[config.mk]
export PLATFORM = sky130hd
export DESIGN_NAME = regfile_read_arbiter
export DESIGN_NICKNAME = d
export VERILOG_FILES = /design/src/rtl/regfile_read_arbiter.sv
export SDC_FILE = /design/constraint.sdc
export NUM_CORES = 1
export LEC_CHECK = 0
export CAP_MARGIN = 20
export CORE_MARGIN = 3
export CORE_UTILIZATION = 43
export DETAILED_ROUTE_END_ITERATION = 10
export PLACE_DENSITY = 0.85
export SLEW_MARGIN = 0
export SYNTH_ARGS = -nofsm -noshare
export SYNTH_HDL_FRONTEND = slang
export SYNTH_SLANG_ARGS = --single-unit
[constraint.sdc]
create_clock -name clk -period 4.1 [get_ports clk]
set_input_delay 0.82 -clock clk [delete_from_list [all_inputs] [get_ports clk]]
set_output_delay 0.82 -clock clk [all_outputs]
set_load 0.02 [all_outputs]
[src/rtl/regfile_read_arbiter.sv]
// Four-requester arbiter for a shared register-file read port: grants one requester, holds its
// select for SETTLE_CYC cycles, then captures the data. Define RDARB_FIXED_PRIO_EN for fixed priority.
module regfile_read_arbiter #(
   parameter int SETTLE_CYC = 1,
   parameter int DW         = 64
) (
   input  logic          clk,
   input  logic          reset,
   input  logic [3:0]    req,
   input  logic [19:0]   addr,
   output logic [4:0]    rd_sel,
   input  logic [DW-1:0] rd_data,
   output logic [3:0]    grant,
   output logic          rsp_valid,
   output logic [1:0]    rsp_id,
   output logic [DW-1:0] rsp_data,
   output logic          busy
);

   if (SETTLE_CYC < 1 || SETTLE_CYC > 15) begin : g_bad_settle
      $error("SETTLE_CYC must be in 1..15");
   end

   typedef enum logic [1:0] {
      IDLE    = 2'd0,
      SETTLE  = 2'd1,
      CAPTURE = 2'd2
   } state_t;

   localparam logic [3:0] CNT_LOAD = 4'(SETTLE_CYC - 1);

   state_t        state, state_n;
   logic [3:0]    cnt, cnt_n;
   logic [3:0]    grant_n;
   logic [1:0]    rsp_id_n;
   logic [4:0]    rd_sel_n;
   logic          rsp_valid_n;
   logic [DW-1:0] rsp_data_n;
   logic [3:0]    elig;
   logic [1:0]    win;
   logic [4:0]    req_addr [4];

   for (genvar i = 0; i < 4; i++) begin : g_addr
      assign req_addr[i] = addr[5*i +: 5];
   end

   function automatic logic [3:0] onehot(input logic [1:0] idx);
      onehot = 4'b0001 << idx;
   endfunction

`ifdef RDARB_FIXED_PRIO_EN
   // Lowest index wins; scanning downward leaves the lowest set bit.
   function automatic logic [1:0] pick(input logic [3:0] e);
      pick = 2'd0;
      for (int k = 3; k >= 0; k--) begin
         if (e[k]) pick = 2'(k);
      end
   endfunction

   assign win = pick(elig);
`else
   logic [1:0] last, last_n;

   // Scan starts just after the last winner; k=4 wraps back onto the last winner itself.
   function automatic logic [1:0] pick(input logic [3:0] e, input logic [1:0] prev);
      logic [1:0] idx;
      logic       found;
      pick  = prev;
      found = 1'b0;
      for (int k = 1; k <= 4; k++) begin
         idx = prev + 2'(k);
         if (!found && e[idx]) begin
            pick  = idx;
            found = 1'b1;
         end
      end
   endfunction

   assign win = pick(elig, last);
`endif

   // The requester just served is masked for the response cycle so a still-held req is not re-granted.
   assign elig = req & ~(rsp_valid ? onehot(rsp_id) : 4'b0000);
   assign busy = (state != IDLE);

   always_comb begin
      state_n     = state;
      cnt_n       = cnt;
      grant_n     = grant;
      rsp_id_n    = rsp_id;
      rd_sel_n    = rd_sel;
      rsp_valid_n = 1'b0;
      rsp_data_n  = rsp_data;
`ifndef RDARB_FIXED_PRIO_EN
      last_n      = last;
`endif
      unique case (state)
         IDLE: begin
            if (|elig) begin
               grant_n  = onehot(win);
               rsp_id_n = win;
               rd_sel_n = req_addr[win];
               cnt_n    = CNT_LOAD;
               state_n  = SETTLE;
`ifndef RDARB_FIXED_PRIO_EN
               last_n   = win;
`endif
            end
         end
         SETTLE: begin
            if (cnt == 4'd0) state_n = CAPTURE;
            else             cnt_n   = cnt - 4'd1;
         end
         CAPTURE: begin
            rsp_data_n  = rd_data;
            rsp_valid_n = 1'b1;
            grant_n     = 4'b0000;
            state_n     = IDLE;
         end
         default: state_n = IDLE;
      endcase
   end

   always_ff @(posedge clk) begin
      if (reset) begin
         state     <= IDLE;
         cnt       <= 4'd0;
         grant     <= 4'b0000;
         rsp_id    <= 2'd0;
         rd_sel    <= 5'd0;
         rsp_valid <= 1'b0;
         rsp_data  <= '0;
`ifndef RDARB_FIXED_PRIO_EN
         last      <= 2'd3;
`endif
      end else begin
         state     <= state_n;
         cnt       <= cnt_n;
         grant     <= grant_n;
         rsp_id    <= rsp_id_n;
         rd_sel    <= rd_sel_n;
         rsp_valid <= rsp_valid_n;
         rsp_data  <= rsp_data_n;
`ifndef RDARB_FIXED_PRIO_EN
         last      <= last_n;
`endif
      end
   end

   a_grant_onehot : assert property (@(posedge clk) disable iff (reset) $onehot0(grant));
   a_busy_grant   : assert property (@(posedge clk) disable iff (reset) busy == (|grant));
   a_rsp_idle     : assert property (@(posedge clk) disable iff (reset) rsp_valid |-> !busy);

endmodule
After elaboration in Yosys (flattened, before gate mapping) --
Cells that the tools add are included.
Word-level totals: bits in registers 84, latch bits 0, RAM bits 0, ROM bits 0, input port bits 90, output and inout port bits 77, word-level logic and storage cells 71, memories 0
Cells by class: add/sub/neg operators 4, multipliers 0, div/mod/pow operators 0, $lt $le $gt $ge 5, equal/unequal tests 5, shift operators 2, muxes and demuxes 28, bitwise operators 3, reduce and logical (&&, ||, !) cells 16
Operator list (count):
- $mux W4 | 4
- $pmux W4 S2 | 2
- $lt A2 B3 Y1 const B | 4
- $mux W2 | 6
- $bmux W5 S2 | 1
- $mux W5 | 2
- $bmux W1 S2 | 4
- $mux W1 | 8
- $shl A1 B2 Y4 const A | 2
- $ne A2 B2 Y1 const B | 3
- $reduce_and A2 Y1 | 3
- $reduce_bool A2 Y1 | 3
- $add A2 B2 Y2 const B | 2
- $and A4 B4 Y4 | 1
- $logic_not A4 Y1 | 1
- $not A4 Y4 | 1
- $pmux W2 S2 | 1
- $reduce_or A4 Y1 | 1
- $sub A4 B1 Y4 const B | 1
- $ge A3 B3 Y1 const B | 1
- $logic_and A1 B1 Y1 | 3
- $logic_not A1 Y1 | 3
- $not A2 Y3 | 1
- $reduce_and A3 Y1 | 1
- other kinds (4) | 4

Logic depth before layout (Yosys ltp) --
Gate-level depths: netlist (run 1).
depth in word-level cells 20, gate-level depth with buffers 8, gate-level depth less buffers 6

Worst setup path before layout (run 1) --
OpenSTA, ideal clock, no wires.
path type input to register, from input port req[3], to register rd_sel[0], library setup time 0.134 ns, arrival time 1.966 ns, required time 3.966 ns, path slack 2.000 ns, stages 7, path buffers 1, cell sequence or2b_1 o21ai_0 o32ai_2 nand3_2 buf_6 mux2i_1 o221ai_1
On the way: cells in the longest elaborated chain, start to end 17, elaborated cells between the ends (all ways) 28, classes of those cells 18 x mux; 2 x bitwise; 8 x reduce/logical
RTL lines:
- from (decl) | line 9 | input logic [3:0] req,
- $and A4 B4 Y4 (*) | line 83 | assign elig = req & ~(rsp_valid ? onehot(rsp_id) : 4'b0000);
- $bmux W1 S2 | line 72 | if (!found && e[idx]) begin
- $mux W1 (not written as such) | line 72
- $mux W1 | line 72
- $logic_not A1 Y1 | line 72
- $logic_and A1 B1 Y1 | line 72
- $mux W1 | line 72
- $logic_not A1 Y1 | line 72
- $logic_and A1 B1 Y1 | line 72
- $mux W1 | line 72
- $logic_not A1 Y1 | line 72
- $logic_and A1 B1 Y1 | line 72
- $mux W2 | line 72
- $not A2 Y3 (not written as such) | line 102 | rd_sel_n = req_addr[win];
- $bmux W5 S2 | line 102
- $mux W5 (not written as such) (2 in series) | line 102
- to (signal assigned) | line 141 | rd_sel <= rd_sel_n;
- to (decl) | line 11 | output logic [4:0] rd_sel,
Mark *: on every way between the ends. The rest lies on a longest branch, timed or not. The select of a mux whose other input is x is not followed. A chain may end at the register's enable or synchronous reset.

Worst setup path after layout (run 1) --
from input port req[3], to register grant[0]
On the way: cells in the longest elaborated chain, start to end 16, elaborated cells between the ends (all ways) 28, classes of those cells 1 x eq/ne; 1 x shift; 17 x mux; 1 x bitwise; 8 x reduce/logical
RTL lines:
- $and A4 B4 Y4 (*) | line 83
- $bmux W1 S2 | line 72
- $mux W1 (not written as such) | line 72
- $mux W1 | line 72
- $logic_not A1 Y1 | line 72
- $logic_and A1 B1 Y1 | line 72
- $mux W1 | line 72
- $logic_not A1 Y1 | line 72
- $logic_and A1 B1 Y1 | line 72
- $mux W1 | line 72
- $logic_not A1 Y1 | line 72
- $logic_and A1 B1 Y1 | line 72
- $mux W2 | line 72
- $shl A1 B2 Y4 | line 48 | onehot = 4'b0001 << idx;
- $mux W4 | line 99 | if (|elig) begin
- $pmux W4 S2 | line 97 | unique case (state)
- to (signal assigned) | line 139 | grant <= grant_n;
- to (decl) | line 13 | output logic [3:0] grant,
Marks and branches as above.

==> run_results.csv, run 1 <==
group,metric,value,unit
run_status,status,"finished clean",
routing,wire_per_inst,14.1,um
yosys,ys_ff_latch,84,
grt,grt_pass1_wl,14.6,mm
routing,drc,0,
worst_setup_path,crit_arrival,3.02,ns
run,maxCapViolCount,0,
worst_setup_path,cp_max_fo,15,
clock_tree,cts.path.max_buffers,2,
placement,dp_hpwl,6.85,mm
yosys,synthFlopType,"dfxtp_1",
routing,dr.pass1.iters,4,
die,fp-row-count,31,
clock_tree,cts_root_buf,"clkbuf_8",
timing,tns,0,ns
placement,io_buffer_count,166,
grt,track_usage,20.6,%
clock_tree,cts_tree,"yes",
worst_setup_path,startpoint_type,"input pin",
power_and_ir_drop,max-vdd-ir-drop,0.000255,V
hold_path,hold_depth,2,
cells_and_area,final_area,0.00521,sq mm
routing,ant_nets,0,
clock_tree,h-tree-depth,3,
timing,post-route-period-util,67.2,%
cells_and_area,layout-drive-gt1-share,5.78,%
placement,gp_congestion,0.754,
yosys,yosysWarnings,0,
clock_tree,cts_setup_buffers,0,
grt,antenna_found_initial,0,
yosys,yosysMostFrequentCell,"nand2_1",
grt,grt_overflow_total,0,
worst_setup_path,required,4.36,ns
clock_tree,cts_sinks,84,
timing,relSlewSlack,51.2,%
clock_tree,hold_buffers,0,
yosys,async_reset_ff_share,0,%
yosys,netlist.area_leader.share,50.2,%
die,die_w,94.3,um
grt,grt_max_degree,48,
yosys,synth_area,0.00335,sq mm
cells_and_area,fin_nets,658,
timing,setup_viol_count_final,0,
die,fp.dieArea,0.00889,sq mm
grt,grt_pass1_vias,3054,
yosys,synth_area_per_cell,8.09,sq um
routing,vias,3353,
cells_and_area,area_delta_synth_final,55.6,%
cells_and_area,multi_input_area,0.00153,sq mm
yosys,yosys.area.top_type,"dfxtp_1",
worst_setup_path,rr_worst_depth,6,
die,start_util,45.2,%
timing,hold_violations,0,
yosys,synthDistinctLibCells,45,
timing,rsz0062_at_grt,"no",
timing,fin_crit,2.76,ns
timing,worstMarginPinSlew,0.732,ns
worst_setup_path,setup.worst_path.class,"in2reg",
yosys,synth_commonest_cells,"nand2_1 (140), dfxtp_1 (84), a21oi_1 (71)",
yosys,ys_seq_area_share,50.2,%
placement,postPlaceCellArea,0.00502,sq mm
clock_tree,cts_buffers,9,
yosys,synth_nets,506,
timing,clock.fmax,363,MHz
yosys,synth_area_leaders,"dfxtp_1 (50%), nand2_1 (16%), a21oi_1 (11%)",
timing,maxSlewViolCount,0,
clock_tree,clkLatencyLatePin,0.33,ns
cells_and_area,diodes,0,
yosys,synthCells,414,
power_and_ir_drop,p_leak,1.85,nW
clock_tree,cts_resized,0,
die,fp.dieH,94.3,um
timing,fin_skew,0.00948,ns
worst_setup_path,reg2reg_slack,1.72,ns
cells_and_area,final-seq-area,0.00168,sq mm
clock_tree,path_clk_slew,0.08,ns
yosys,synth_edf_count,0,
worst_setup_path,cp-end-kind,"register",
die,fp.coreArea,0.00741,sq mm
routing,drt_iter0_drc,113,
die,io_pins,167,
cells_and_area,fillers,601,
hold_path,min_path_type,"reg2reg",
power_and_ir_drop,powerDensity,479,mW/mm^2
routing,viasPerCell,5.00,
routing,wl,9.44,mm
==> through the flow <==
| stage | util, % | total power [W] | std cells | hold WS (ns) | worst slack [ns] |
|---|---|---|---|---|---|
| floorplan | - | 0.00159 | 414 | 0.488 | 2.00 |
| global placement | 67.8 | 0.00194 | 654 | 0.441 | 1.16 |
| detailed placement | 67.8 | 0.00196 | 654 | 0.447 | 1.04 |
| CTS | 70.4 | 0.00252 | 670 | 0.458 | 1.35 |
| global route | 70.4 | 0.00264 | 670 | 0.472 | 1.22 |
| finish | 70.4 | 0.00249 | 670 | 0.454 | 1.34 |
==> cell usage in the layout (no fill, tap or decap), types with 2 or more instances in the layout <==
master / count
a21oi_1: 71
and2_1: 2
and3b_2: 2
buf_4: 3
clkbuf_8: 12
clkdlybuf4s50_1: 165
clkinvlp_4: 2
dfxtp_1: 84
ha_1: 2
inv_1: 3
mux2i_1: 11
nand2_1: 140
nand2b_1: 2
nand3_1: 5
nand3b_1: 2
nor2_1: 17
nor3_1: 6
o21ai_0: 3
o21ai_1: 2
o21bai_1: 2
o221ai_1: 5
or2b_1: 2
xnor2_1: 2
==> critical path, stage by stage <==
cell             delay (ns)
clkdlybuf4s50_1        0.49
or2b_1                 0.25
o21ai_0                0.13
o32ai_2                0.15
nand3_2                0.40
or4b_1                 0.62
a21oi_1                0.15
==> power by group <==
group | internal, W | switching, W | leakage, nW
clock network | 0.000269 | 0.000275 | 0.0917
registers | 0.000941 | 0.0000904 | 0.683
logic | 0.000431 | 0.000488 | 1.08
total | 0.00164 | 0.000854 | 1.85
==> sequential cells by signal, summed over array words and instances, names as in the netlist <==
register   flops
rsp_data      64
rd_sel         5
cnt            4
grant          4
last           2
rsp_id         2
state          2
rsp_valid      1
==> area by class of cell <==
| cell class | instances | share of cell area, % |
|---|---|---|
| flip-flops and latches | 84 | 32.3 |
| clock inverters | 3 | 0.384 |
| multi-input cells | 299 | 29.3 |
| inverters | 3 | 0.216 |
| repair buffers | 169 | 32.2 |
| clock buffers | 13 | 3.24 |
| well taps | 99 | 2.38 |
==> metal layers <==
layer  up-vias  routed length, um  share of wire, %  track usage (%)
met2       118               4640                49             35.3
met1      1546               3890                41             24.7
li1       1681                  -                 -                -
met5         -                  0                 0                0
met3         8                817               8.7             5.93
met4         0                 99               1.0             6.50
==> cells by family (layout without fill, tap and decap cells) <==
logic type,after synthesis,in the layout,share of synthesized area (%)
compound gates,94,94,16.2
fa+ha+maj,2,2,0.747
xor+xnor,2,2,0.523
simple gates,189,189,24.2
flops,84,84,50.2
buf+inv,31,188,4.52
mux,12,12,3.62
==> worst paths after layout <==
path                                      to          from
worst max-delay path                grant[0]        req[3]
worst min-delay path            rsp_data[25]  rsp_data[25]
worst max register to register      grant[0]     rsp_id[0]
worst min register to register  rsp_data[25]  rsp_data[25]
(Power assumes the default switching activity.)
==> inputs of run 2 (changes only) <==
--- a/config.mk
+++ b/config.mk
@@ -7,9 +7,9 @@
 export LEC_CHECK = 0
 export CAP_MARGIN = 20
 export CORE_MARGIN = 3
-export CORE_UTILIZATION = 43
+export CORE_UTILIZATION = 40
 export DETAILED_ROUTE_END_ITERATION = 10
-export PLACE_DENSITY = 0.85
+export PLACE_DENSITY = 0.8
 export SLEW_MARGIN = 0
 export SYNTH_ARGS = -nofsm -noshare
 export SYNTH_HDL_FRONTEND = slang
==> constraint.sdc (replaced) <==
create_clock -name clk -period 2.67 [get_ports clk]
set_input_delay 0.534 -clock clk [delete_from_list [all_inputs] [get_ports clk]]
set_output_delay 0.534 -clock clk [all_outputs]
set_load 0.02 [all_outputs]
==> run 2 against run 1 <==
  * Combinational power grew 58%
  * First-iteration DRC count decreased by 13%
  * Register-to-register slack got worse by 1.1 ns
  * Hold slack improved by 0.0012 ns
  * Sequential share of layout area decreased by 0.65 points
  * Critical path depth grew 1
  * Global-route usage fell by 1.2 points
  * Clock-buffer cell count fell by 4
==> run_results.csv, run 2 (same netlist as run 1, synthesis figures left out) <==
group,metric,value,unit
grt,grt_pass1_wl,15.4,mm
cells_and_area,reg_top3,"rsp_data x64, rd_sel x5",
power_and_ir_drop,p_leak,1.90,nW
die,die_w,97.5,um
timing,relSlewSlack,62.6,%
clock_tree,h-tree-depth,3,
worst_setup_path,cp-end-kind,"register",
cells_and_area,mostFrequentLayoutCell,"clkdlybuf4s50_1",
hold_path,min_path_type,"reg2reg",
grt,grt_pass1_vias,3190,
grt,antenna_found_initial,0,
die,fp.dieArea,0.00951,sq mm
cells_and_area,fin_nets,659,
run_status,status,"finished clean",
placement,dp_hpwl,6.87,mm
routing,vias,3324,
cells_and_area,top_register,"rsp_data",
worst_setup_path,cp_max_fo,14,
die,start_util,42.3,%
power_and_ir_drop,fin_total_pwr,0.00413,W
cells_and_area,final_core_util,67.1,%
placement,io_buffer_count,166,
routing,wire_per_inst,14.0,um
run,maxCapViolCount,0,
routing,met1_length,4.05,mm
clock_tree,cts_root_buf,"clkbuf_8",
die,fp-row-count,32,
clock_tree,hold_buffers,0,
cells_and_area,diodes,0,
cells_and_area,final_cell_mix,"clkdlybuf4s50_1 (165), nand2_1 (140), dfxtp_1 (84)",
routing,wl_met2,4.69,mm
worst_setup_path,reg2reg_slack,0.58,ns
timing,setup_viol_count_final,0,
worst_setup_path,required,2.89,ns
routing,top_layer,"met4",
grt,grt_max_degree,56,
placement,gp_congestion,0.839,
die,fp.dieH,97.5,um
die,fp.coreArea,0.00793,sq mm
timing,worstMarginPinSlew,0.561,ns
timing,fin_crit,2.15,ns
cells_and_area,fillers,670,
timing,fin_skew,0.00695,ns
routing,ant_nets,0,
clock_tree,cts_resized,0,
timing,rsz0062_at_grt,"no",
timing,tns,0,ns
routing,wl,9.42,mm
cells_and_area,instances_no_fill,674,
clock_tree,cts_sinks,84,
routing,drt_iter0_drc,98,
clock_tree,path_clk_slew,0.09,ns
power_and_ir_drop,powerDensity,776,mW/mm^2
die,io_pins,167,
timing,post-route-period-util,80.6,%
clock_tree,cts_tree,"yes",
grt,grt_overflow_total,0,
clock_tree,cts_buffers,9,
timing,hold_violations,0,
cells_and_area,layout-drive-gt1-share,6.12,%
routing,wl_met3,601,um
routing,drc,0,
clock_tree,cts.path.max_buffers,2,
cells_and_area,area_delta_synth_final,58.8,%
clock_tree,clkLatencyLatePin,0.34,ns
worst_setup_path,crit_arrival,2.37,ns
placement,placedCellCount,658,
worst_setup_path,setup.worst_path.class,"in2reg",
routing,dr.pass1.iters,4,
grt,track_usage,19.4,%
worst_setup_path,startpoint_type,"input pin",
power_and_ir_drop,max-vdd-ir-drop,0.000389,V
routing,viasPerCell,4.93,
cells_and_area,largest_register_ffs,64,
timing,maxSlewViolCount,0,
timing,clock.fmax,465,MHz
clock_tree,cts_setup_buffers,0,
[run 2: final timing paths]
kind | startpoint | to | cells past startpoint
max reg2reg | rsp_id[1] | rd_sel[0] | 6
min | rsp_data[8] | rsp_data[8] | 2
min reg2reg | rsp_data[8] | rsp_data[8] | 2
max | req[3] | rd_sel[2] | 8
[run 2: cell type report]
| type | instances | area (sq um) | share of cell area (%) |
|---|---|---|---|
| flip-flops and latches | 84 | 1680 | 31.6 |
| repair buffers | 170 | 1720 | 32.4 |
| multi-input cells | 299 | 1530 | 28.7 |
| inverters | 3 | 11.3 | 0.212 |
| clock buffers | 9 | 124 | 2.33 |
| clock inverters | 7 | 124 | 2.33 |
| well taps | 102 | 128 | 2.40 |
[run 2: critical path, cell delays in order]
cell             delay, ns
clkdlybuf4s50_1       0.56
or2b_1                0.30
o21ai_0               0.23
o32ai_2               0.12
nand3_2               0.11
buf_12                0.15
mux2i_1               0.22
o221ai_1              0.14
[run 2: report_power, final]
group          switching [W]  leakage [nW]  internal [W]
registers           0.000148         0.683       0.00144
clock network       0.000459         0.120      0.000628
logic               0.000748          1.10      0.000700
total                0.00135          1.90       0.00277
[run 2: through the flow]
step / cell area (sq um) / hold WS (ns) / setup slack (ns)
final: 5320 / 0.456 / 0.518
after global routing: 5320 / 0.473 / 0.360
after CTS: 5320 / 0.458 / 0.521
after detailed placement: 5070 / 0.446 / 0.168
after global placement: 5070 / 0.441 / 0.263
after floorplan: 3350 / 0.488 / 0.683
[run 2: metal layers]
metal / GRT usage (%) / vias up
li1: - / 1681
met1: 23.7 / 1512
met2: 33.5 / 123
met3: 5.60 / 8
met4: 4.90 / 0
met5: 0 / -
